$ cat config.mk
export PLATFORM = sky130hd
export DESIGN_NAME = if_stage_ctrl_flat
export DESIGN_NICKNAME = d
export VERILOG_FILES = /design/src/rtl/pipe_pkg.sv /design/src/rtl/if_stage_ctrl_if.sv /design/src/rtl/pc_reg.sv /design/src/rtl/if_stage_ctrl.sv /design/src/flat_wrapper.sv
export SDC_FILE = /design/constraint.sdc
export NUM_CORES = 1
export LEC_CHECK = 0
export ABC_AREA = 1
export CORE_ASPECT_RATIO = 0.9
export CORE_MARGIN = 3
export CORE_UTILIZATION = 30
export CTS_CLUSTER_SIZE = 20
export DETAILED_ROUTE_END_ITERATION = 8
export PLACE_DENSITY = 0.58
export RECOVER_POWER = 25
export SLEW_MARGIN = 0
export SYNTH_ARGS = -nofsm -noshare
export SYNTH_HDL_FRONTEND = slang
export SYNTH_HIERARCHICAL = 1
export SYNTH_SLANG_ARGS = --single-unit
$ cat constraint.sdc
create_clock -name clk_i -period 3.8 [get_ports clk_i]
set_input_delay 0.76 -clock clk_i [delete_from_list [all_inputs] [get_ports clk_i]]
set_output_delay 0.76 -clock clk_i [all_outputs]
set_load 0.01 [all_outputs]
$ cat src/rtl/pipe_pkg.sv
// Shared pipeline definitions: NOP encoding, PC step and fetch-action encodings.
// The hazard staller and the downstream stages use the same encodings.
package pipe_pkg;

  localparam logic [31:0] NOP    = 32'h0000_0000;
  localparam int unsigned PC_INC = 4;

  typedef enum logic [1:0] {
    ST_RUN    = 2'b00,
    ST_HOLD   = 2'b01,
    ST_SQUASH = 2'b10,
    ST_REDIR  = 2'b11
  } fetch_state_e;

  typedef enum logic [1:0] {
    PC_INCR = 2'b00,
    PC_HOLD = 2'b01,
    PC_LOAD = 2'b10
  } pc_op_e;

endpackage

$ cat src/rtl/if_stage_ctrl_if.sv
// Fetch-stage bundle: hazard/redirect inputs, instruction-memory port and IF/ID outputs.
// The master side drives the hazard, redirect and memory-data inputs; the slave side is the fetch stage.
interface if_stage_ctrl_if #(
  parameter int PC_W    = 32,
  parameter int INSTR_W = 32,
  parameter int CNT_W   = 8
);
  logic               stall_J;
  logic               stall_B;
  logic               stall_RAW;
  logic               redirect_valid;
  logic [PC_W-1:0]    redirect_pc;
  logic [PC_W-1:0]    imem_addr;
  logic [INSTR_W-1:0] imem_rdata;
  logic [INSTR_W-1:0] ifid_instr;
  logic [PC_W-1:0]    ifid_pc;
  logic               ifid_valid;
  logic [1:0]         fsm_state;
  logic [CNT_W-1:0]   bubble_cnt;

  modport master (
    output stall_J, stall_B, stall_RAW, redirect_valid, redirect_pc, imem_rdata,
    input  imem_addr, ifid_instr, ifid_pc, ifid_valid, fsm_state, bubble_cnt
  );

  modport slave (
    input  stall_J, stall_B, stall_RAW, redirect_valid, redirect_pc, imem_rdata,
    output imem_addr, ifid_instr, ifid_pc, ifid_valid, fsm_state, bubble_cnt
  );
endinterface

$ cat src/rtl/pc_reg.sv
// Program counter: async reset to RESET_PC, then load / hold / increment by priority of op_i.
// Loaded targets are word-aligned by clearing the two low bits.
module pc_reg
  import pipe_pkg::*;
#(
  parameter int              PC_W     = 32,
  parameter logic [PC_W-1:0] RESET_PC = '0
) (
  input  logic            clk_i,
  input  logic            rst_ni,
  input  pc_op_e          op_i,
  input  logic [PC_W-1:0] load_pc_i,
  output logic [PC_W-1:0] pc_o
);

  logic [PC_W-1:0] pc_q, pc_d;

  always_comb begin
    pc_d = pc_q;
    unique case (op_i)
      PC_LOAD: pc_d = {load_pc_i[PC_W-1:2], 2'b00};
      PC_INCR: pc_d = pc_q + PC_W'(PC_INC);
      default: pc_d = pc_q;
    endcase
  end

  always_ff @(posedge clk_i or negedge rst_ni) begin
    if (!rst_ni) pc_q <= RESET_PC;
    else         pc_q <= pc_d;
  end

  assign pc_o = pc_q;

endmodule

$ cat src/rtl/if_stage_ctrl.sv
// Fetch stage with IF/ID register: picks one action per edge (redirect > squash > hold > run),
// drives the instruction address from the PC and counts injected bubbles.
module if_stage_ctrl
  import pipe_pkg::*;
#(
  parameter int              PC_W     = 32,
  parameter int              INSTR_W  = 32,
  parameter logic [PC_W-1:0] RESET_PC = 32'h0000_0000,
  parameter int              CNT_W    = 8
) (
  input logic             clk_i,
  input logic             rst_ni,
  if_stage_ctrl_if.slave  bus
);

  fetch_state_e       state_q, state_d;
  pc_op_e             pc_op;
  logic [PC_W-1:0]    pc;
  logic [INSTR_W-1:0] instr_q, instr_d;
  logic [PC_W-1:0]    ifid_pc_q, ifid_pc_d;
  logic               valid_q, valid_d;
  logic [CNT_W-1:0]   bubble_q, bubble_d;

  pc_reg #(
    .PC_W     (PC_W),
    .RESET_PC (RESET_PC)
  ) u_pc_reg (
    .clk_i     (clk_i),
    .rst_ni    (rst_ni),
    .op_i      (pc_op),
    .load_pc_i (bus.redirect_pc),
    .pc_o      (pc)
  );

  always_comb begin
    state_d = ST_RUN;
    pc_op   = PC_INCR;
    if (bus.redirect_valid) begin
      state_d = ST_REDIR;
      pc_op   = PC_LOAD;
    end else if (bus.stall_J || bus.stall_B) begin
      state_d = ST_SQUASH;
      pc_op   = PC_HOLD;
    end else if (bus.stall_RAW) begin
      state_d = ST_HOLD;
      pc_op   = PC_HOLD;
    end
  end

  // A bubble looks exactly like the post-reset IF/ID contents: NOP at PC 0, not valid.
  always_comb begin
    instr_d   = instr_q;
    ifid_pc_d = ifid_pc_q;
    valid_d   = valid_q;
    bubble_d  = bubble_q;
    unique case (state_d)
      ST_REDIR, ST_SQUASH: begin
        instr_d   = INSTR_W'(NOP);
        ifid_pc_d = '0;
        valid_d   = 1'b0;
        if (!(&bubble_q)) bubble_d = bubble_q + 1'b1;
      end
      ST_RUN: begin
        instr_d   = bus.imem_rdata;
        ifid_pc_d = pc;
        valid_d   = 1'b1;
      end
      default: ;
    endcase
  end

  always_ff @(posedge clk_i or negedge rst_ni) begin
    if (!rst_ni) begin
      state_q   <= ST_RUN;
      instr_q   <= INSTR_W'(NOP);
      ifid_pc_q <= '0;
      valid_q   <= 1'b0;
      bubble_q  <= '0;
    end else begin
      state_q   <= state_d;
      instr_q   <= instr_d;
      ifid_pc_q <= ifid_pc_d;
      valid_q   <= valid_d;
      bubble_q  <= bubble_d;
    end
  end

  assign bus.imem_addr  = pc;
  assign bus.ifid_instr = instr_q;
  assign bus.ifid_pc    = ifid_pc_q;
  assign bus.ifid_valid = valid_q;
  assign bus.fsm_state  = state_q;
  assign bus.bubble_cnt = bubble_q;

endmodule

$ cat src/flat_wrapper.sv
// flat-port wrapper written by rule: the top's interface ports become plain ports
module if_stage_ctrl_flat import pipe_pkg::*;
#(
  parameter int              PC_W     = 32,
  parameter int              INSTR_W  = 32,
  parameter logic [PC_W-1:0] RESET_PC = 32'h0000_0000,
  parameter int              CNT_W    = 8
)
  (clk_i, rst_ni, bus_stall_J, bus_stall_B, bus_stall_RAW, bus_redirect_valid, bus_redirect_pc, bus_imem_rdata, bus_imem_addr, bus_ifid_instr, bus_ifid_pc, bus_ifid_valid, bus_fsm_state, bus_bubble_cnt);
  if_stage_ctrl_if #(.PC_W(PC_W), .INSTR_W(INSTR_W), .CNT_W(CNT_W)) bus_i ();
  input logic clk_i;
  input logic rst_ni;
  input wire logic [$bits(bus_i.stall_J)-1:0] bus_stall_J;
  input wire logic [$bits(bus_i.stall_B)-1:0] bus_stall_B;
  input wire logic [$bits(bus_i.stall_RAW)-1:0] bus_stall_RAW;
  input wire logic [$bits(bus_i.redirect_valid)-1:0] bus_redirect_valid;
  input wire logic [$bits(bus_i.redirect_pc)-1:0] bus_redirect_pc;
  input wire logic [$bits(bus_i.imem_rdata)-1:0] bus_imem_rdata;
  output wire logic [$bits(bus_i.imem_addr)-1:0] bus_imem_addr;
  output wire logic [$bits(bus_i.ifid_instr)-1:0] bus_ifid_instr;
  output wire logic [$bits(bus_i.ifid_pc)-1:0] bus_ifid_pc;
  output wire logic [$bits(bus_i.ifid_valid)-1:0] bus_ifid_valid;
  output wire logic [$bits(bus_i.fsm_state)-1:0] bus_fsm_state;
  output wire logic [$bits(bus_i.bubble_cnt)-1:0] bus_bubble_cnt;
  assign bus_i.stall_J = bus_stall_J;
  assign bus_i.stall_B = bus_stall_B;
  assign bus_i.stall_RAW = bus_stall_RAW;
  assign bus_i.redirect_valid = bus_redirect_valid;
  assign bus_i.redirect_pc = bus_redirect_pc;
  assign bus_i.imem_rdata = bus_imem_rdata;
  assign bus_imem_addr = bus_i.imem_addr;
  assign bus_ifid_instr = bus_i.ifid_instr;
  assign bus_ifid_pc = bus_i.ifid_pc;
  assign bus_ifid_valid = bus_i.ifid_valid;
  assign bus_fsm_state = bus_i.fsm_state;
  assign bus_bubble_cnt = bus_i.bubble_cnt;
  if_stage_ctrl #(.PC_W(PC_W), .INSTR_W(INSTR_W), .RESET_PC(RESET_PC), .CNT_W(CNT_W)) u_core (.clk_i(clk_i), .rst_ni(rst_ni), .bus(bus_i));
endmodule
After elaboration in Yosys (flattened, before gate mapping):

Index checks and enable logic that the tools add are counted.

* register bits: 107
* word-level logic and storage cells: 29

* reductions and logical operators: 8
* equal/unequal tests: 3
* multiplexer cells: 9
* bitwise logic cells: 1
* add/subtract/negate cells: 2

Operator list (count)
* case mux 32 bit (2 select lines): 3
* adder 32 x 3 -> 32 bit, second input constant: 1
* adder 8 x 1 -> 8 bit, second input constant: 1
* 2-to-1 mux 2 bit: 4
* AND reduction 8 bit: 1
* equality test 2 bit, second input constant: 3
* logical NOT 2 bit: 2
* nonzero test 2 bit: 2
* case mux 1 bit (2 select lines): 1
* AND reduction 2 bit: 1
* OR reduction 2 bit: 1
* logical OR 1 bit: 1
* 2-to-1 mux 1 bit: 1
* inverter 1 bit: 1

Depth between registers and ports, before layout:

Gate-level depths: netlist of the first run.

* word-level depth: 6
* depth in mapped cells: 10

Cells and area by module:

Netlist of the first run, hierarchy kept.

Modules (own cells, without submodules)
* if_stage_ctrl: area each 3263.1 um2, instances 1, cells an instance 344
* pc_reg: area each 2242.2 um2, instances 1, cells an instance 359

Worst setup path before layout of the first run:

Ideal clock, no wire load.

* path type: input to register
* from: in bus_stall_B
* to: reg u_core.u_pc_reg.pc_q[9], in the netlist u_core/u_pc_reg/pc_o[9]
* data required time: 3.696 ns
* setup time: 0.104 ns
* stages: 7
* path buffers: 2
* path slack: 1.914 ns
* arrival: 1.782 ns
* cell sequence: nor2_4 a21oi_1 buf_2 nor2_4 inv_1 buf_2 o311ai_1

* cells in the longest elaborated chain, start to end: 5

Ends and longest elaborated chain
* from (decl): line flat_wrapper.sv:14 `input wire logic [$bits(bus_i.stall_B)-1:0] bus_stall_B;`
* logical OR 1 bit (*): line if_stage_ctrl.sv:41 `end else if (bus.stall_J || bus.stall_B) begin`
* 2-to-1 mux 2 bit (*): line if_stage_ctrl.sv:41
* 2-to-1 mux 2 bit (*): line if_stage_ctrl.sv:38 `if (bus.redirect_valid) begin`
* named net u_core.pc_op[0]: line if_stage_ctrl.sv:17 `pc_op_e pc_op;`
* equality test 2 bit / logical NOT 2 bit (equally long branches): line pc_reg.sv:20 `unique case (op_i)`
* case mux 32 bit (2 select lines) / nonzero test 2 bit (equally long branches)
* to (signal assigned): line pc_reg.sv:29 `else pc_q <= pc_d;`
* to (decl): line pc_reg.sv:16 `logic [PC_W-1:0] pc_q, pc_d;`

Mark *: on every way through the listed nets, which the timed path passes. The rest lies on a longest branch.
A chain may end at the register's enable or synchronous reset.

Worst setup path in the final report of the first run:

* from: in bus_stall_B
* to: reg u_core.u_pc_reg.pc_q[14], in the netlist u_core/u_pc_reg/pc_o[14]

The elaborated chain is that of the path after synthesis.

==> results of run 1 <==
-- per-stage QoR --
| stage | worst slack, ns | cell area (um^2) |
|---|---|---|
| 2_1_floorplan | 1.91 | 5510 |
| 3_3_place_gp | 1.09 | 7490 |
| 3_5_place_dp | 1.07 | 7490 |
| 4_1_cts | 1.45 | 7770 |
| 5_1_grt | 1.24 | 7770 |
| 6_report | 1.46 | 7770 |
-- where the power goes --
part / switching, mW / internal [mW]
registers: 0.138 / 1.21
clock network: 0.460 / 0.455
logic: 0.326 / 0.337
-- worst max path at each step --
stage,cells past startpoint,slack (ns),end
floorplan,7,1.91,u_core/u_pc_reg/pc_o[9]$_DFFE_PN0P_
global placement,7,1.09,u_core/u_pc_reg/pc_o[11]$_DFFE_PN0P_
detailed placement,7,1.07,u_core/u_pc_reg/pc_o[14]$_DFFE_PN0P_
CTS,7,1.45,u_core/u_pc_reg/pc_o[14]$_DFFE_PN0P_
global route,7,1.24,u_core/u_pc_reg/pc_o[18]$_DFFE_PN0P_
finish,7,1.46,u_core/u_pc_reg/pc_o[14]$_DFFE_PN0P_
-- registers in the layout, summed over array words and instances (netlist names) --
register,flops
u_core/bus.ifid_valid,1
u_core/bus.ifid_pc,32
u_core/bus.bubble_cnt,8
u_core/bus.fsm_state,2
u_core/bus.ifid_instr,32
u_core/u_pc_reg/pc_o,30
-- cell type report --
cell class	instances	area, um^2
Clock inverter	6	53.8
Timing Repair Buffer	183	1840
Fill cell	1772	10000
Inverter	170	638
Clock buffer	10	229
Sequential cell	105	2630
Multi-Input combinational cell	404	2080
Tap cell	240	300
-- cells in the mapped netlist (all sizes together), types with 2 or more instances --
library cell	number
nand2	186
inv	170
dfrtp	105
o22ai	65
nor2	64
nand3	40
buf	22
o21ai	13
a21oi	8
o211ai	5
a22oi	3
a32oi	3
clkbuf	3
nand4	3
ha	2
nand3b	2
nor3	2
xor2	2
-- cells by family after synthesis --
logic type	synth area share
other cells	0.000681
compound gates	0.128
fa+ha+maj	0.00454
buf+inv	0.146
xor+xnor	0.00477
simple gates	0.240
flops	0.477
-- worst reg2reg max path, delay by kind of cell (launching register included) --
| kind | cells | cell delay, ns |
|---|---|---|
| fa+ha+maj | 1 | 0.24 |
| flops | 1 | 0.49 |
| simple gates | 9 | 0.95 |
-- cells in the final DEF (no fill, tap or decap), types with 3 or more instances in the layout --
| cell | count |
|---|---|
| nand4_1 | 3 |
| o22ai_1 | 51 |
| nand2_2 | 6 |
| nor2_4 | 8 |
| nand2_1 | 177 |
| clkbuf_16 | 9 |
| o22ai_2 | 14 |
| a21oi_1 | 7 |
| o21ai_0 | 12 |
| a22oi_1 | 3 |
| inv_1 | 170 |
| nand2_4 | 3 |
| buf_12 | 3 |
| nand3_1 | 38 |
| buf_4 | 8 |
| clkdlybuf4s50_1 | 171 |
| o211ai_1 | 5 |
| nor2_2 | 6 |
| dfrtp_1 | 105 |
| a32oi_1 | 3 |
| nor2_1 | 50 |
| clkinv_4 | 4 |
-- layer usage --
metal,global-route usage,vias to the layer above,routed length (um)
li1,-,2516,-
met1,0.232,2274,7990
met2,0.255,119,7080
met3,0.0419,13,874
met4,0.0458,0,231
met5,0,-,0
==> run_results.csv, run 1 <==
group,metric,value,unit
status,outcome,"complete, no violations",
finish,nets,945,
worst_setup_path,cp-start-kind,"input pin",
worst_setup_path,cp.arrival,2.58,ns
route,drt-vias-per-instance,4.40,
worst_setup_path,slowest_delay,0.62,ns
grt,grt_max_degree,58,
synthesis,ys.warnings.count,6,
clocking,numCtsBuffers,9,
worst_setup_path,cp-startpoint,"bus_stall_B",
die,start_util,0.310,
die,design.core.area,17800,um^2
route,vias,4922,
synthesis,synth_seq_cells,105,
worst_setup_path,required,4.05,ns
hold_path,hold_end,"u_core/bus.bubble_cnt[7]$_DFFE_PN0P_",
timing,setup_viol,0,
clocking,clk_pin_slew,0.07,ns
route,postRouteAntennaNets,0,
die,dieArea,20000,um^2
route,route.detailed.drc,0,
finish,finalNonFillerCells,1118,
timing,timing.final.crit_share,0.615,
timing,worst_pin_slew,1.33,ns
synthesis,synth_area_leader_cell,"dfrtp_1",
placement,io_buffers,172,
die,die_w,149,um
finish,syn2layout_area_growth,41.1,%
timing,rsz0062_at_grt,"no",
synthesis,avgSynthCellArea,7.83,um^2
placement,place.gp.congestion,0.871,
clocking,cts_htree_levels,3,
synthesis,async_reset_ff_frac,1.00,
grt,grt_usage,0.165,
synthesis,synth_cell_types,33,
synthesis,netlist.area_leader.share,0.477,
synthesis,ys.flop_type,"dfrtp_1",
route,initialDrtViolationCount,206,
timing,setup_tns,0,ns
clocking,tritoncts,"built",
grt,grt.overflow.total,0,
timing,relSlewSlack,0.112,
synthesis,synth-edff-count,0,
worst_setup_path,critPathKind,"in -> reg",
finish,fin_util,0.437,
worst_setup_path,critPathMaxFanout,24,
hold_path,hold_depth,2,
die,fp.dieH,135,um
finish,drive_gt1_frac,0.0763,
clocking,clock_path_buffers,2,
hold_path,hp-start,"u_core/bus.bubble_cnt[7]$_DFFE_PN0P_",
power,finalPower,2.92,mW
timing,period_needed,2.34,ns
clocking,clkLatencyLatePin,0.36,ns
placement,dp_hpwl,11.5,mm
die,std_cell_rows,46,
synthesis,synth_area_leaders,"dfrtp_1 (48%), nand2_1 (12%), inv_1 (12%), o22ai_1 (5.8%), nand3_1 (3.5%)",
grt,grt_pass1_vias,4903,
clocking,ctsResizeCount,0,
worst_setup_path,cpMostUsedCell,"nand2_1",
synthesis,seq_area_frac_synth,0.477,
timing,maxSlewViolCount,0,
placement,place_inst,1102,
worst_setup_path,cp.buffers_inverters,2,
power,peakVddDrop,323,uV
grt,grt_pass1_wl,26.3,mm
clocking,postCtsSetupRepairBufs,0,
synthesis,synth_area,5510,um^2
worst_setup_path,worstRegToRegCells,10,
worst_setup_path,crit_chain,"clkdlybuf4s50_1 > nor2_4 > a21oi_2 > inv_1 > o21ai_0 > nand2_1 > nand2_1",
finish,diodes,0,
worst_setup_path,end_kind,"flop",
route,drtPass1Iterations,4,
job,max_cap_violations,0,
clocking,root_buffer,"clkbuf_16",
timing,finClkSkew,0.00399,ns
worst_setup_path,cp_top_family,"buffers and inverters",
worst_setup_path,r2r_setup_slack,2.03,ns
route,finalWirelength,16.2,mm
timing,fmax,428,MHz
timing,holdWs,0.505,ns
power,power.density,376,nW/um^2
route,routedWlPerCell,14.5,um
synthesis,synthCells,703,
power,leakagePower,3.58,nW
grt,antenna_found_initial,0,
clocking,holdBufCountCts,0,
worst_setup_path,critical-path-slowest-cell,"inv_1",
clocking,clock-sinks,105,
die,ios,177,
hold_path,hold_path_class,"reg -> reg",
worst_setup_path,r2r-end,"u_core/u_pc_reg/pc_o[28]$_DFFE_PN0P_",
timing,hold_violations,0,
worst_setup_path,worstReg2RegStart,"u_core/u_pc_reg/pc_o[2]$_DFFE_PN0P_",
Power figures use the tool's default switching activity.
==> run 2, diff against run 1 <==
- clock period: 3.8 -> 2.45 ns (I/O delays scaled with it)
==> run_results.csv, run 2 (same netlist as run 1, synthesis figures left out) <==
group,metric,value,unit
clocking,cts_htree_levels,3,
placement,io_buffers,172,
finish,fillers,1756,
power,switching_share,0.311,
worst_setup_path,end_kind,"primary output",
finish,multiInputGateArea,2080,um^2
timing,setup_tns,0,ns
grt,grt_pass1_wl,25.6,mm
worst_setup_path,cp.buffers_inverters,1,
route,route.detailed.drc,0,
timing,timing.final.crit_share,0.818,
clocking,clock-sinks,105,
power,comb_power_share,0.227,
status,outcome,"complete, no violations",
die,ios,177,
worst_setup_path,cp.arrival,1.51,ns
finish,mostFrequentLayoutCells,"nand2_1 (177), clkdlybuf4s50_1 (171), inv_1 (170)",
clocking,clock_path_buffers,2,
worst_setup_path,critPathMaxFanout,7,
timing,fmax,499,MHz
timing,worst_pin_slew,1.49,ns
die,std_cell_rows,46,
finish,nets,949,
timing,finClkSkew,0.00581,ns
die,dieArea,20000,um^2
finish,stdcell_area,7820,um^2
route,postRouteAntennaNets,0,
power,p_clk_frac,0.314,
power,seqPwrFrac,0.459,
route,initialDrtViolationCount,221,
worst_setup_path,crit_chain,"clkdlybuf4s50_1",
route,finalWirelength,15.8,mm
grt,grt_usage,0.161,
clocking,clkLatencyLatePin,0.35,ns
clocking,numCtsBuffers,9,
clocking,clk_pin_slew,0.07,ns
job,max_cap_violations,0,
grt,grt_max_degree,106,
grt,grt.overflow.total,0,
power,p_sw,1.41,mW
worst_setup_path,required,1.96,ns
power,leakagePower,3.60,nW
die,die_w,149,um
finish,final_common_cell,"nand2_1",
clocking,holdBufCountCts,0,
route,vias,4881,
worst_setup_path,critical-path-slowest-cell,"clkdlybuf4s50_1",
finish,drive_gt1_frac,0.0816,
finish,syn2layout_area_growth,42.1,%
clocking,tritoncts,"built",
worst_setup_path,cp_top_family,"buffers and inverters",
power,intPower,3.13,mW
route,drt-vias-per-instance,4.35,
die,fp.dieH,135,um
grt,antenna_found_initial,0,
die,design.core.area,17800,um^2
clocking,root_buffer,"clkbuf_16",
route,drtPass1Iterations,4,
worst_setup_path,critPathKind,"reg -> out",
timing,hold_violations,0,
worst_setup_path,cp-start-kind,"flop",
die,start_util,0.310,
placement,dp_hpwl,11.4,mm
clocking,ctsResizeCount,0,
power,peakVddDrop,503,uV
hold_path,hold_path_class,"reg -> reg",
clocking,postCtsSetupRepairBufs,0,
grt,grt_pass1_vias,4756,
finish,regArea,2630,um^2
route,routedWlPerCell,14.1,um
placement,place.gp.congestion,0.860,
finish,diodes,0,
timing,relSlewSlack,0.00606,
placement,place_area,7540,um^2
timing,period_needed,2.00,ns
timing,rsz0062_at_grt,"no",
timing,setup_viol,0,
power,power.density,581,nW/um^2
timing,maxSlewViolCount,0,
worst_setup_path,slowest_delay,0.61,ns
-- run 2: final timing paths --
kind | startpoint | endpoint | slack, ns | depth (start not counted)
worst max-delay path | u_core/u_pc_reg/pc_o[20]$_DFFE_PN0P_ | bus_imem_addr[20] | 0.45 | 1
worst min-delay path | u_core/bus.bubble_cnt[7]$_DFFE_PN0P_ | u_core/bus.bubble_cnt[7]$_DFFE_PN0P_ | 0.51 | 2
worst max register to register | u_core/u_pc_reg/pc_o[2]$_DFFE_PN0P_ | u_core/u_pc_reg/pc_o[28]$_DFFE_PN0P_ | 0.75 | 10
worst min register to register | u_core/bus.bubble_cnt[7]$_DFFE_PN0P_ | u_core/bus.bubble_cnt[7]$_DFFE_PN0P_ | 0.51 | 2
max in group asynchronous | rst_ni | u_core/bus.bubble_cnt[3]$_DFFE_PN0P_ | 0.91 | 2
min in group asynchronous | rst_ni | u_core/u_pc_reg/pc_o[30]$_DFFE_PN0P_ | 0.64 | 2
-- run 2: power groups by stage --
stage	combinational, mW	sequential, mW	clock (mW)
3_5_place_dp	1.05	2.12	0
5_1_grt	1.15	2.12	1.56
3_3_place_gp	1.04	2.12	0
4_1_cts	1.05	2.09	1.49
2_1_floorplan	0.430	2.13	0
6_report	1.03	2.08	1.43
-- run 2: stage by stage --
stage	setup slack, ns	power (mW)	hold WS, ns	instances	utilization
6_report	0.447	4.54	0.515	1122	0.440
5_1_grt	0.393	4.82	0.534	1122	0.440
4_1_cts	0.437	4.63	0.229	1122	0.440
3_5_place_dp	0.188	3.17	0.499	1106	0.424
3_3_place_gp	0.192	3.16	0.492	1106	0.424
2_1_floorplan	0.834	2.56	0.194	704	-
-- run 2: cell type report --
type	instances	share of cell area
Inverter	170	0.0816
Timing Repair Buffer	187	0.241
Multi-Input combinational cell	404	0.266
Clock inverter	6	0.00656
Sequential cell	105	0.336
Tap cell	240	0.0384
Clock buffer	10	0.0306
-- run 2: metal layers --
metal / vias to the layer above / track usage / share of wire
li1: 2523 / - / -
met3: 15 / 0.0376 / 0.062
met2: 136 / 0.246 / 0.43
met1: 2207 / 0.230 / 0.49
met5: - / 0 / 0
met4: 0 / 0.0452 / 0.016
==> run 3, diff against run 2 <==
- PLACE_DENSITY: 0.58 -> 0.6
- clock period: 2.45 -> 1.8 ns (I/O delays scaled with it)
==> run_results.csv, run 3 (same netlist as run 1, synthesis figures left out) <==
group,metric,value,unit
status,outcome,"complete, no violations",
power,p_sw,1.95,mW
worst_setup_path,cp_top_family,"buffers and inverters",
finish,fin_util,0.452,
grt,grt_pass1_wl,25.8,mm
clocking,numCtsBuffers,9,
finish,diodes,0,
power,switching_share,0.304,
timing,relSlewSlack,0.569,
timing,worst_pin_slew,0.646,ns
power,finalPower,6.41,mW
timing,timing.final.crit_share,0.975,
route,vias,4982,
power,peakVddDrop,494,uV
worst_setup_path,cp-start-kind,"flop",
finish,fillers,1767,
timing,fmax,570,MHz
placement,place_area,7710,um^2
clocking,clock-sinks,105,
finish,syn2layout_area_growth,46.1,%
clocking,clk_pin_slew,0.07,ns
power,intPower,4.46,mW
die,std_cell_rows,46,
clocking,clock_path_buffers,2,
clocking,root_buffer,"clkbuf_16",
route,postRouteAntennaNets,0,
route,route.detailed.drc,0,
finish,mostFrequentLayoutCells,"nand2_1 (177), clkdlybuf4s50_1 (171), inv_1 (170)",
clocking,postCtsSetupRepairBufs,0,
grt,grt.overflow.total,0,
finish,final_common_cell,"nand2_1",
power,comb_power_share,0.227,
timing,setup_viol,0,
worst_setup_path,required,1.44,ns
route,drt-vias-per-instance,4.35,
worst_setup_path,critPathKind,"reg -> out",
timing,period_needed,1.75,ns
power,power.density,797,nW/um^2
finish,drive_gt1_frac,0.133,
worst_setup_path,critPathMaxFanout,7,
die,ios,177,
worst_setup_path,crit_chain,"clkdlybuf4s50_1",
power,p_clk_frac,0.327,
die,dieArea,20000,um^2
placement,place.gp.congestion,0.844,
timing,hold_violations,0,
job,max_cap_violations,0,
power,seqPwrFrac,0.445,
die,fp.dieH,135,um
worst_setup_path,cp.buffers_inverters,1,
worst_setup_path,end_kind,"primary output",
placement,io_buffers,172,
finish,nets,971,
die,design.core.area,17800,um^2
grt,antenna_found_initial,0,
die,die_w,149,um
finish,stdcell_area,8040,um^2
finish,regArea,2660,um^2
timing,rsz0062_at_grt,"no",
finish,multiInputGateArea,2090,um^2
hold_path,hold_path_class,"in -> async",
clocking,clkLatencyLatePin,0.36,ns
route,routedWlPerCell,14.2,um
power,leakagePower,3.69,nW
worst_setup_path,slowest_delay,0.59,ns
route,finalWirelength,16.3,mm
worst_setup_path,cp.arrival,1.39,ns
grt,grt_max_degree,47,
grt,grt_usage,0.163,
route,initialDrtViolationCount,326,
clocking,cts_htree_levels,3,
placement,dp_hpwl,12.2,mm
route,drtPass1Iterations,5,
die,start_util,0.310,
worst_setup_path,critical-path-slowest-cell,"clkdlybuf4s50_1",
timing,maxSlewViolCount,0,
grt,grt_pass1_vias,4828,
clocking,tritoncts,"built",
timing,finClkSkew,0.0124,ns
## run 3: changes by cell type in the layout (fill, tap and decap cells not counted), sizes merged
cell,previous run,this run
buf,14,35
clkinvlp,3,1
inv,171,173
bufinv,0,1
clkinv,2,1
dlygate4sd3,0,1
## run 3: timing repair
item / CTS / global route
gates resized for setup: 17 / 10
pin swaps: 0 / 0
endpoints found under the setup margin: 17 / 10
hold buffers: 1 / 0
endpoints found under the hold margin: 16 / 0
## run 3: worst paths after layout
path,slack (ns),cells past startpoint,startpoint,endpoint
worst max-delay path,0.05,1,u_core/u_pc_reg/pc_o[20]$_DFFE_PN0P_,bus_imem_addr[20]
worst min-delay path,0.41,2,rst_ni,u_core/bus.ifid_pc[2]$_DFFE_PN0P_
worst max register to register,0.17,10,u_core/u_pc_reg/pc_o[3]$_DFFE_PN0P_,u_core/u_pc_reg/pc_o[24]$_DFFE_PN0P_
worst min register to register,0.52,2,u_core/bus.bubble_cnt[7]$_DFFE_PN0P_,u_core/bus.bubble_cnt[7]$_DFFE_PN0P_
max in group asynchronous,0.41,3,rst_ni,u_core/u_pc_reg/pc_o[18]$_DFFE_PN0P_
min in group clk_i,0.52,2,u_core/bus.bubble_cnt[7]$_DFFE_PN0P_,u_core/bus.bubble_cnt[7]$_DFFE_PN0P_
## run 3: power groups by stage
stage | clock [mW] | sequential, mW | combinational [mW]
after global placement | 0 | 2.88 | 1.46
after CTS | 2.18 | 2.85 | 1.48
after global routing | 2.26 | 2.90 | 1.61
after detailed placement | 0 | 2.88 | 1.47
final | 2.10 | 2.85 | 1.46
after floorplan | 0 | 2.90 | 0.586
## run 3: per-layer routing
| layer | part of all wire | global-route usage | vias to the layer above |
|---|---|---|---|
| met2 | 0.44 | 0.250 | 130 |
| met4 | 0.017 | 0.0498 | 0 |
| met1 | 0.49 | 0.231 | 2276 |
| met3 | 0.057 | 0.0359 | 14 |
| met5 | 0 | 0 | - |
| li1 | - | - | 2562 |
## run 3: stage by stage
stage / setup WS (ns) / TNS, ns / std cells / hold slack (ns)
final: 0.0456 / 0 / 1144 / 0.413
after detailed placement: -0.160 / -2.80 / 1127 / 0.267
after floorplan: 0.309 / 0 / 704 / 0.0644
after global routing: 0.000500 / 0 / 1144 / 0.431
after global placement: -0.149 / -2.43 / 1127 / 0.268
after CTS: 0.000407 / 0 / 1144 / 0.416
## run 3: layout make-up
| type | instances | share of cell area |
|---|---|---|
| flip-flops and latches | 105 | 0.331 |
| well taps | 240 | 0.0373 |
| inverters | 170 | 0.0793 |
| repair buffers | 209 | 0.255 |
| clock buffers | 10 | 0.0297 |
| clock inverters | 6 | 0.00902 |
| multi-input cells | 404 | 0.259 |
